`src/rtl/saturation_ext.sv`:
```
// saturation_ext: RGB saturation filter with per-frame coefficient shadowing.
//
// Luma is y = round(ycoe0*R + ycoe1*G + ycoe2*B), and each channel becomes
// y + (c - y)*saturation, rounded and clamped to the pixel range.
// Grayscale and bypass modes share the same 9-cycle pipeline, so latency does
// not depend on the mode.
//
// Ports
//   clk, rst_n                       pixel clock, asynchronous active-low reset
//   mode_i                           00/11 saturate, 01 bypass, 10 grayscale
//   saturation_i                     saturation gain, COE_FRACTION_WIDTH fraction bits
//   ycoe0_i/ycoe1_i/ycoe2_i          luma weights for R/G/B
//   di_i, de_i, hs_i, vs_i           input pixel {B,G,R} and timing
//   do_o, de_o, hs_o, vs_o           output pixel and timing, 9 clk later
//   cfg_applied_o                    single-cycle pulse when the shadow set loads
//   clip_cnt_o                       clipped-pixel count of the previous frame
module saturation_ext #(
    parameter int PIXEL_WIDTH        = 8,
    parameter int COE_WIDTH          = 9,
    parameter int COE_FRACTION_WIDTH = 6,
    parameter int CNT_WIDTH          = 16
) (
    input  logic                       clk,
    input  logic                       rst_n,
    input  logic [1:0]                 mode_i,
    input  logic [COE_WIDTH-1:0]       saturation_i,
    input  logic [COE_WIDTH-1:0]       ycoe0_i,
    input  logic [COE_WIDTH-1:0]       ycoe1_i,
    input  logic [COE_WIDTH-1:0]       ycoe2_i,
    input  logic [3*PIXEL_WIDTH-1:0]   di_i,
    input  logic                       de_i,
    input  logic                       hs_i,
    input  logic                       vs_i,
    output logic [3*PIXEL_WIDTH-1:0]   do_o,
    output logic                       de_o,
    output logic                       hs_o,
    output logic                       vs_o,
    output logic                       cfg_applied_o,
    output logic [CNT_WIDTH-1:0]       clip_cnt_o
);

    localparam int PW    = PIXEL_WIDTH;
    localparam int CW    = COE_WIDTH;
    localparam int F     = COE_FRACTION_WIDTH;
    localparam int PRODW = PW + CW;
    localparam int YSW   = PW + CW + 2;
    localparam int TW    = PW + CW + 3;

    localparam logic [1:0]           MODE_BYPASS = 2'b01;
    localparam logic [1:0]           MODE_GRAY   = 2'b10;
    localparam logic [CW-1:0]        SAT_ONE     = CW'(1 << F);
    localparam logic [YSW-1:0]       HALF_Y      = YSW'(1 << (F - 1));
    localparam logic [TW-1:0]        HALF_T      = TW'(1 << (F - 1));
    localparam logic [YSW-1:0]       MAX_Y       = YSW'((1 << PW) - 1);
    localparam logic signed [TW-1:0] MAX_T       = TW'((1 << PW) - 1);

    function automatic logic [PW-1:0] luma_round(input logic [YSW-1:0] s);
        logic [YSW-1:0] r;
        r = (s + HALF_Y) >> F;
        return (r > MAX_Y) ? '1 : r[PW-1:0];
    endfunction

    function automatic logic [PW-1:0] clamp_pix(input logic signed [TW-1:0] v);
        if (v < 0)
            return '0;
        else if (v > MAX_T)
            return '1;
        else
            return v[PW-1:0];
    endfunction

    function automatic logic out_of_range(input logic signed [TW-1:0] v);
        return (v < 0) || (v > MAX_T);
    endfunction

    function automatic logic [CNT_WIDTH-1:0] cnt_add(input logic [CNT_WIDTH-1:0] c,
                                                     input logic inc);
        return (inc && (c != '1)) ? c + 1'b1 : c;
    endfunction

    // Shadow (active) configuration, reloaded only on a vs_i rising edge
    logic            vs_in_q;
    logic [1:0]      sh_mode;
    logic [CW-1:0]   sh_sat;
    logic [CW-1:0]   sh_yc [3];
    logic            cfg_load;
    logic [1:0]      eff_mode;
    logic [CW-1:0]   eff_sat;
    logic [CW-1:0]   eff_yc [3];

    assign cfg_load = vs_i & ~vs_in_q;

    // The pixel entering on the load cycle already sees the new set; every
    // pixel carries its own copy down the pipe so later reloads cannot touch it.
    always_comb begin
        eff_mode  = cfg_load ? mode_i       : sh_mode;
        eff_sat   = cfg_load ? saturation_i : sh_sat;
        eff_yc[0] = cfg_load ? ycoe0_i      : sh_yc[0];
        eff_yc[1] = cfg_load ? ycoe1_i      : sh_yc[1];
        eff_yc[2] = cfg_load ? ycoe2_i      : sh_yc[2];
    end

    always_ff @(posedge clk or negedge rst_n) begin
        if (!rst_n) begin
            vs_in_q       <= 1'b0;
            cfg_applied_o <= 1'b0;
            sh_mode       <= MODE_BYPASS;
            sh_sat        <= SAT_ONE;
            for (int i = 0; i < 3; i++) sh_yc[i] <= '0;
        end else begin
            vs_in_q       <= vs_i;
            cfg_applied_o <= cfg_load;
            if (cfg_load) begin
                sh_mode <= mode_i;
                sh_sat  <= saturation_i;
                sh_yc[0] <= ycoe0_i;
                sh_yc[1] <= ycoe1_i;
                sh_yc[2] <= ycoe2_i;
            end
        end
    end

    logic [3*PW-1:0]        pix_p0, pix_p1, pix_p2, pix_p3, pix_p4, pix_p5, pix_p6;
    logic                   vld_p0, vld_p1, vld_p2, vld_p3, vld_p4, vld_p5, vld_p6, vld_p7;
    logic [1:0]             sync_p0, sync_p1, sync_p2, sync_p3, sync_p4, sync_p5, sync_p6, sync_p7;
    logic [1:0]             mode_p0, mode_p1, mode_p2, mode_p3, mode_p4, mode_p5, mode_p6;
    logic [CW-1:0]          sat_p0, sat_p1, sat_p2, sat_p3;
    logic [CW-1:0]          yc_p0 [3];
    logic [PRODW-1:0]       yprod_p1 [3];
    logic [YSW-1:0]         ysum_p2;
    logic [PW-1:0]          y_p3, y_p4, y_p5, y_p6;
    logic [PRODW-1:0]       csat_p4 [3];
    logic [PRODW-1:0]       ysat_p4;
    logic signed [TW-1:0]   t_p5 [3];
    logic signed [TW-1:0]   v_p6 [3];
    logic [3*PW-1:0]        res_p7;
    logic                   clip_p7, clip_p8;
    logic [3*PW-1:0]        res_c;
    logic                   clip_c;

    // Final mode select; only the saturate path can report clipping
    always_comb begin
        res_c  = '0;
        clip_c = 1'b0;
        for (int i = 0; i < 3; i++) begin
            res_c[i*PW +: PW] = clamp_pix(v_p6[i]);
            clip_c            = clip_c | out_of_range(v_p6[i]);
        end
        if (mode_p6 == MODE_BYPASS) begin
            res_c  = pix_p6;
            clip_c = 1'b0;
        end else if (mode_p6 == MODE_GRAY) begin
            res_c  = {3{y_p6}};
            clip_c = 1'b0;
        end
    end

    always_ff @(posedge clk or negedge rst_n) begin
        if (!rst_n) begin
            {pix_p0, pix_p1, pix_p2, pix_p3, pix_p4, pix_p5, pix_p6} <= '0;
            {vld_p0, vld_p1, vld_p2, vld_p3, vld_p4, vld_p5, vld_p6, vld_p7} <= '0;
            {sync_p0, sync_p1, sync_p2, sync_p3, sync_p4, sync_p5, sync_p6, sync_p7} <= '0;
            {mode_p0, mode_p1, mode_p2, mode_p3, mode_p4, mode_p5, mode_p6} <= '0;
            {sat_p0, sat_p1, sat_p2, sat_p3} <= '0;
            {ysum_p2, ysat_p4} <= '0;
            {y_p3, y_p4, y_p5, y_p6} <= '0;
            {res_p7, clip_p7, clip_p8} <= '0;
            {do_o, de_o, hs_o, vs_o} <= '0;
            for (int i = 0; i < 3; i++) begin
                yc_p0[i]    <= '0;
                yprod_p1[i] <= '0;
                csat_p4[i]  <= '0;
                t_p5[i]     <= '0;
                v_p6[i]     <= '0;
            end
        end else begin
            // p0: capture pixel, timing and the configuration it will use
            pix_p0  <= di_i;
            vld_p0  <= de_i;
            sync_p0 <= {vs_i, hs_i};
            mode_p0 <= eff_mode;
            sat_p0  <= eff_sat;
            for (int i = 0; i < 3; i++) yc_p0[i] <= eff_yc[i];

            // p1: luma weight products
            for (int i = 0; i < 3; i++)
                yprod_p1[i] <= PRODW'(yc_p0[i]) * PRODW'(pix_p0[i*PW +: PW]);
            {pix_p1, vld_p1, sync_p1, mode_p1, sat_p1} <= {pix_p0, vld_p0, sync_p0, mode_p0, sat_p0};

            // p2: luma sum
            ysum_p2 <= YSW'(yprod_p1[0]) + YSW'(yprod_p1[1]) + YSW'(yprod_p1[2]);
            {pix_p2, vld_p2, sync_p2, mode_p2, sat_p2} <= {pix_p1, vld_p1, sync_p1, mode_p1, sat_p1};

            // p3: rounded, clamped luma
            y_p3 <= luma_round(ysum_p2);
            {pix_p3, vld_p3, sync_p3, mode_p3, sat_p3} <= {pix_p2, vld_p2, sync_p2, mode_p2, sat_p2};

            // p4: gain products c*sat and y*sat
            for (int i = 0; i < 3; i++)
                csat_p4[i] <= PRODW'(pix_p3[i*PW +: PW]) * PRODW'(sat_p3);
            ysat_p4 <= PRODW'(y_p3) * PRODW'(sat_p3);
            {pix_p4, vld_p4, sync_p4, mode_p4, y_p4} <= {pix_p3, vld_p3, sync_p3, mode_p3, y_p3};

            // p5: t = y*2^F + c*sat - y*sat + half; modular TW-bit math is the
            // two's-complement signed result since the true range fits TW bits
            for (int i = 0; i < 3; i++)
                t_p5[i] <= $signed((TW'(y_p4) << F) + TW'(csat_p4[i]) - TW'(ysat_p4) + HALF_T);
            {pix_p5, vld_p5, sync_p5, mode_p5, y_p5} <= {pix_p4, vld_p4, sync_p4, mode_p4, y_p4};

            // p6: floor division by 2^F
            for (int i = 0; i < 3; i++)
                v_p6[i] <= t_p5[i] >>> F;
            {pix_p6, vld_p6, sync_p6, mode_p6, y_p6} <= {pix_p5, vld_p5, sync_p5, mode_p5, y_p5};

            // p7: clamp and mode select
            res_p7  <= res_c;
            clip_p7 <= clip_c;
            vld_p7  <= vld_p6;
            sync_p7 <= sync_p6;

            // p8: output registers
            do_o    <= res_p7;
            de_o    <= vld_p7;
            hs_o    <= sync_p7[0];
            vs_o    <= sync_p7[1];
            clip_p8 <= clip_p7;
        end
    end

    logic                  vs_o_q;
    logic                  clip_inc;
    logic [CNT_WIDTH-1:0]  clip_acc;

    assign clip_inc = clip_p8 & de_o;

    // The frame boundary cycle's own pixel is included in the published count
    // and also seeds the new frame's accumulator.
    always_ff @(posedge clk or negedge rst_n) begin
        if (!rst_n) begin
            vs_o_q     <= 1'b0;
            clip_acc   <= '0;
            clip_cnt_o <= '0;
        end else begin
            vs_o_q <= vs_o;
            if (vs_o && !vs_o_q) begin
                clip_cnt_o <= cnt_add(clip_acc, clip_inc);
                clip_acc   <= CNT_WIDTH'(clip_inc);
            end else begin
                clip_acc <= cnt_add(clip_acc, clip_inc);
            end
        end
    end

endmodule

```
`config.mk`:
```
export PLATFORM = sky130hd
export DESIGN_NAME = saturation_ext
export DESIGN_NICKNAME = d
export VERILOG_FILES = /design/src/rtl/saturation_ext.sv
export SDC_FILE = /design/constraint.sdc
export NUM_CORES = 2
export LEC_CHECK = 0
export ABC_AREA = 1
export BUFFER_PORTS_ARGS = -buffer_cell sky130_fd_sc_hd__buf_2
export CORE_AREA = 2 2 269 271
export CTS_CLUSTER_SIZE = 20
export DETAILED_ROUTE_END_ITERATION = 8
export DIE_AREA = 0 0 271 273
export HOLD_SLACK_MARGIN = 0.02
export PLACE_DENSITY_LB_ADDON = 0.15
export SYNTH_ARGS = -nofsm -noshare
export SYNTH_HDL_FRONTEND = slang
export SYNTH_SLANG_ARGS = --single-unit
```
`constraint.sdc`:
```
create_clock -name clk -period 4.68 [get_ports clk]
set_input_delay 0.936 -clock clk [delete_from_list [all_inputs] [get_ports clk]]
set_output_delay 0.936 -clock clk [all_outputs]
set_load 0.005 [all_outputs]
```
## Word-level counts from Yosys, hierarchy flattened

Index checks and enable logic that the tools add are counted.

- Multiply operators: 7
- Add/subtract/negate cells: 13
- Mux-type cells: 18
- Reduce and logical (&&, ||, !) cells: 6
- Bitwise gates (word level): 5
- Equal/unequal tests: 3
- Magnitude comparators: 7

Operators with widths:

| cell | count |
|---|---|
| $mul 8x9->17 | 4 |
| $add 19x7->20 const B | 3 |
| $sub 18x17->19 | 3 |
| $mux 8 | 7 |
| $add 14x17->18 | 3 |
| $mul 9x8->17 | 3 |
| $mux 24 | 2 |
| $gt 14x9->1 const B | 3 |
| $lt 14x1->1 const B | 3 |
| $mux 9 | 4 |
| $mux 16 | 2 |
| $add 18x17->19 | 1 |
| $add 19x6->19 const B | 1 |
| $add 17x17->18 | 1 |
| $add 16x1->16 const B | 1 |
| $ne 16x16->1 const B | 1 |
| $gt 13x8->1 const B | 1 |
| $logic_or 1x1->1 | 3 |
| $and 1x1->1 | 2 |
| $eq 2x1->1 const B | 1 |
| $eq 2x2->1 const B | 1 |
| $logic_and 1x1->1 | 2 |
| $mux 1 | 2 |
| $mux 2 | 1 |
| other kinds (3) | 4 |

- Register bits: 667
- Output and inout bits: 44
- Input bits: 67
- Logic and storage cells: 131

## Depth between registers and ports, before layout

- Depth in word-level cells: 6
- Gate-level depth with buffers: 21
- Depth with buffers taken out: 20

## Least setup slack after synthesis

Ideal clock, no wire load.

- Path kind: register -> register
- Start point: register sat_p3[0]
- End point: register csat_p4[48] (netlist name)
- Period minus slack after synthesis: 4.444 ns
- Stages on the path, launching flop included: 17
- Data arrival time: 4.313 ns
- Required time: 4.549 ns
- Setup time: 0.131 ns
- Setup slack: 0.236 ns
- Buffers on the path: 1
- Cell sequence: dfrtp_1 clkbuf_1 nand2_1 fa_1 fa_1 inv_1 fa_1 inv_1 fa_1 inv_1 ha_1 a21o_1 a21oi_1 o21ai_0 a21boi_0 o21ai_0 xor2_1

- Word-level cells in the longest chain between the ends: 1

RTL lines:

| item | RTL line | text |
|---|---|---|
| from (decl) | 127 | `logic [CW-1:0] sat_p0, sat_p1, sat_p2, sat_p3;` |
| from (signal assigned) | 196 | `{pix_p3, vld_p3, sync_p3, mode_p3, sat_p3} <= {pix_p2, vld_p2, sync_p2, mode_p2, sat_p2};` |
| $mul 8x9->17 | 200 | `csat_p4[i] <= PRODW'(pix_p3[i*PW +: PW]) * PRODW'(sat_p3);` |
| to (signal, indexed assignment) | 200 |  |
| to (decl) | 132 | `logic [PRODW-1:0] csat_p4 [3];` |

No other way between the ends.
A chain may end at the register's enable or synchronous reset.

## Final worst setup path

- Start point: register sat_p3[4]
- End point: register csat_p4[48] (netlist name)

Same word-level chain as after synthesis.

==> out/metrics.yaml <==
ant_nets: 0
first_global_vias: 28787
hold_buffers: 0
grt_usage: 0.242
clockBufferDepth: 3
clkTransAtPathRegs_ns: 0.06
synth_seq_area_share: 0.389
dr_wl_met2_um: 42200
routed.top_layer: "met4"
maxCapViolations: 0
clock_latency_ns: 0.62
cp_cell_sequence: "buf_4 > nand2_1 > inv_1 > fa_1 > fa_1 > fa_1 > inv_1 > fa_1 > inv_1 > ha_1 > a21oi_1 > o21ai_0 > a21boi_0 > o21ai_0 > xor2_1"
cp_common_cell: "fa_1"
yosysMostFrequentCell: "inv_1"
setup_tns_ns: 0
cts_tree: "done"
vias: 27666
nets: 5385
drt_drc_violations_left: 0
crit_arrival_ns: 4.88
grt_pass1_wl_um: 144000
hp-class: "reg -> reg"
wl_met3_um: 3000
synth.ff_latch_count: 634
synth.avg_cell_area_sq_um: 9.05
drv_slew: 0
routedWlPerCell_um: 15.0
rrSetupSlack_ns: 0.28
cp.buffers_inverters: 4
dieArea_sq_um: 74000
async_reset_ff_frac: 1.00
clockRootBuffer: "clkbuf_16"
layout-drive-gt1-share: 0.0781
grt_overflow: 0
place_area_sq_um: 42700
r2r_start: "sat_p3[4]$_DFF_PN0_"
fin_skew_ns: 0.0192
path_delay_family: "adder cells"
synth_cells: 4503
reg2reg_depth: 15
max_freq_mhz: 227
required_ns: 5.16
dp_hpwl_um: 67000
synth_top_area_frac: 0.388
cts_buffers: 68
yosys-top-cells-count: "inv_1, nand2_1, dfrtp_1"
final_cell_area_sq_um: 45100
slew_headroom: 0.357
cpPeakStageDelay_ns: 0.54
start_util: 0.574
min_to: "v_p6[1]$_DFF_PN0_"
cp-start-kind: "flop"
post_cts_buffers: 0
die_h_um: 273
ioPinCount: 111
wl_um: 84500
num_antenna_cells: 0
min_from: "t_p5[7]$_DFF_PN0_"
crit_path_end_kind: "flop"
synth_edf_count: 0
syn_area_sq_um: 40800
core_region_area_sq_um: 71000
status: "finished clean"
worst_slew_pin_slew_ns: 0.963
r2r-end: "csat_p4[48]$_DFF_PN0_"
area_growth_pct: 10.6
final_core_util: 0.635
drt_iter0_markers: 1620
min_path_cells: 0
slowest_stage: "dfrtp_2"
grt_max_degree: 121
fin_crit_ns: 4.40
htree_levels: 3
fp-row-count: 98
routedLengthMet1_um: 36200
clock_sinks: 634
drt-pass1-iter-count: 7
die_x_um: 271
finalHoldViolations: 0
finalSetupViolations: 0
synth_area_leader_cell: "dfrtp_1"
timing.final.crit_share: 0.940
rsz0062_at_grt: "no"
worstPathMaxFanout: 13
synth_ff_type: "dfrtp_1"
port_buffers: 110
ys_warn_count: 0
synthTopCellsByArea: "dfrtp_1, fa_1, ha_1"
viasPerCell: 4.91
routabilityCongestion: 0.923
antenna_found_initial: 0
crit_type: "reg -> reg"
syn-num-nets: 5256
yosysUniqueCellTypes: 50
## layout by cell type, fill, tap and decap left out, types with 8 or more instances in the layout
cell / netlist / final
nand2_1: 1080 / 1080
clkbuf_1: 117 / 11
nand2_2: 17 / 17
buf_2: 0 / 109
xor2_1: 99 / 99
fa_1: 337 / 337
nor2_2: 11 / 11
buf_4: 0 / 69
clkbuf_8: 0 / 14
inv_1: 1119 / 1119
o2111ai_1: 8 / 8
nand4_1: 41 / 41
a21oi_1: 174 / 174
clkinv_2: 0 / 8
nor2_1: 153 / 152
dfrtp_2: 0 / 9
buf_12: 0 / 8
clkbuf_16: 0 / 69
nor3_1: 21 / 21
o21ai_0: 97 / 96
nand3_1: 101 / 101
xnor2_1: 52 / 52
ha_1: 349 / 349
dfrtp_1: 632 / 623
## state kept, by name, summed over array words and instances (netlist names), 14 cells and up
register	flops
t_p5	42
v_p6	42
pix_p2	24
ysum_p2	14
do_o	24
sh_yc	27
csat_p4	51
ysat_p4	17
pix_p3	24
pix_p4	24
yc_p0	27
pix_p1	24
pix_p6	24
pix_p5	24
yprod_p1	51
pix_p0	24
clip_acc	16
clip_cnt_o	16
res_p7	24
## worst max path at each step
stage	slack, ns	from	cells past startpoint	endpoint
final	0.28	sat_p3[4]$_DFF_PN0_	15	csat_p4[48]$_DFF_PN0_
after floorplan	0.24	sat_p3[0]$_DFF_PN0_	16	csat_p4[48]$_DFF_PN0_
after global placement	0.22	sat_p3[4]$_DFF_PN0_	15	csat_p4[48]$_DFF_PN0_
after global routing	0.02	pix_p0[11]$_DFF_PN0_	16	yprod_p1[33]$_DFF_PN0_
after CTS	0.14	sat_p3[4]$_DFF_PN0_	15	csat_p4[48]$_DFF_PN0_
after detailed placement	0.15	sat_p3[4]$_DFF_PN0_	15	csat_p4[48]$_DFF_PN0_
## through the flow
step | hold WS [ns] | worst slack, ns | std cells
2_1_floorplan | 0.331 | 0.236 | 4503
3_3_place_gp | 0.331 | 0.221 | 5512
3_5_place_dp | 0.335 | 0.145 | 5512
4_1_cts | 0.333 | 0.140 | 5636
5_1_grt | 0.338 | 0.0179 | 5636
6_report | 0.331 | 0.281 | 5636
## what timing repair did
| item | CTS | global route |
|---|---|---|
| hold endpoints to repair | 0 | 0 |
| resized for setup | 0 | 11 |
| setup endpoints to repair | 0 | 10 |
## layout make-up
| cell class | instances | area, sq um |
|---|---|---|
| fill | 5885 | 25900 |
| inverter | 1123 | 4220 |
| timing repair buffer | 187 | 1240 |
| tap | 950 | 1190 |
| clock inverter | 30 | 379 |
| clock buffer | 94 | 1960 |
| sequential | 634 | 15900 |
| multi-input combinational | 2618 | 20200 |
## kinds of logic after synthesis
kind of cell,Yosys count,synth area share
multiplexers,1,0.000246
flip-flops,634,0.389
XOR/XNOR,156,0.0347
AO/OA/AOI/OAI,327,0.0442
AND/OR/NAND/NOR,1448,0.144
buffers and inverters,1251,0.115
adder cells (fa/ha/maj),686,0.273
## per-layer routing
metal  vias up  GRT usage
met5         -          0
met4         0     0.0906
met3       149     0.0240
met2       543      0.424
met1     13399      0.314
li1      13575          -
Power is left out: the tool's default activity adds up to more than one toggle a clock period on the data nets, which glitch-free logic cannot reach.
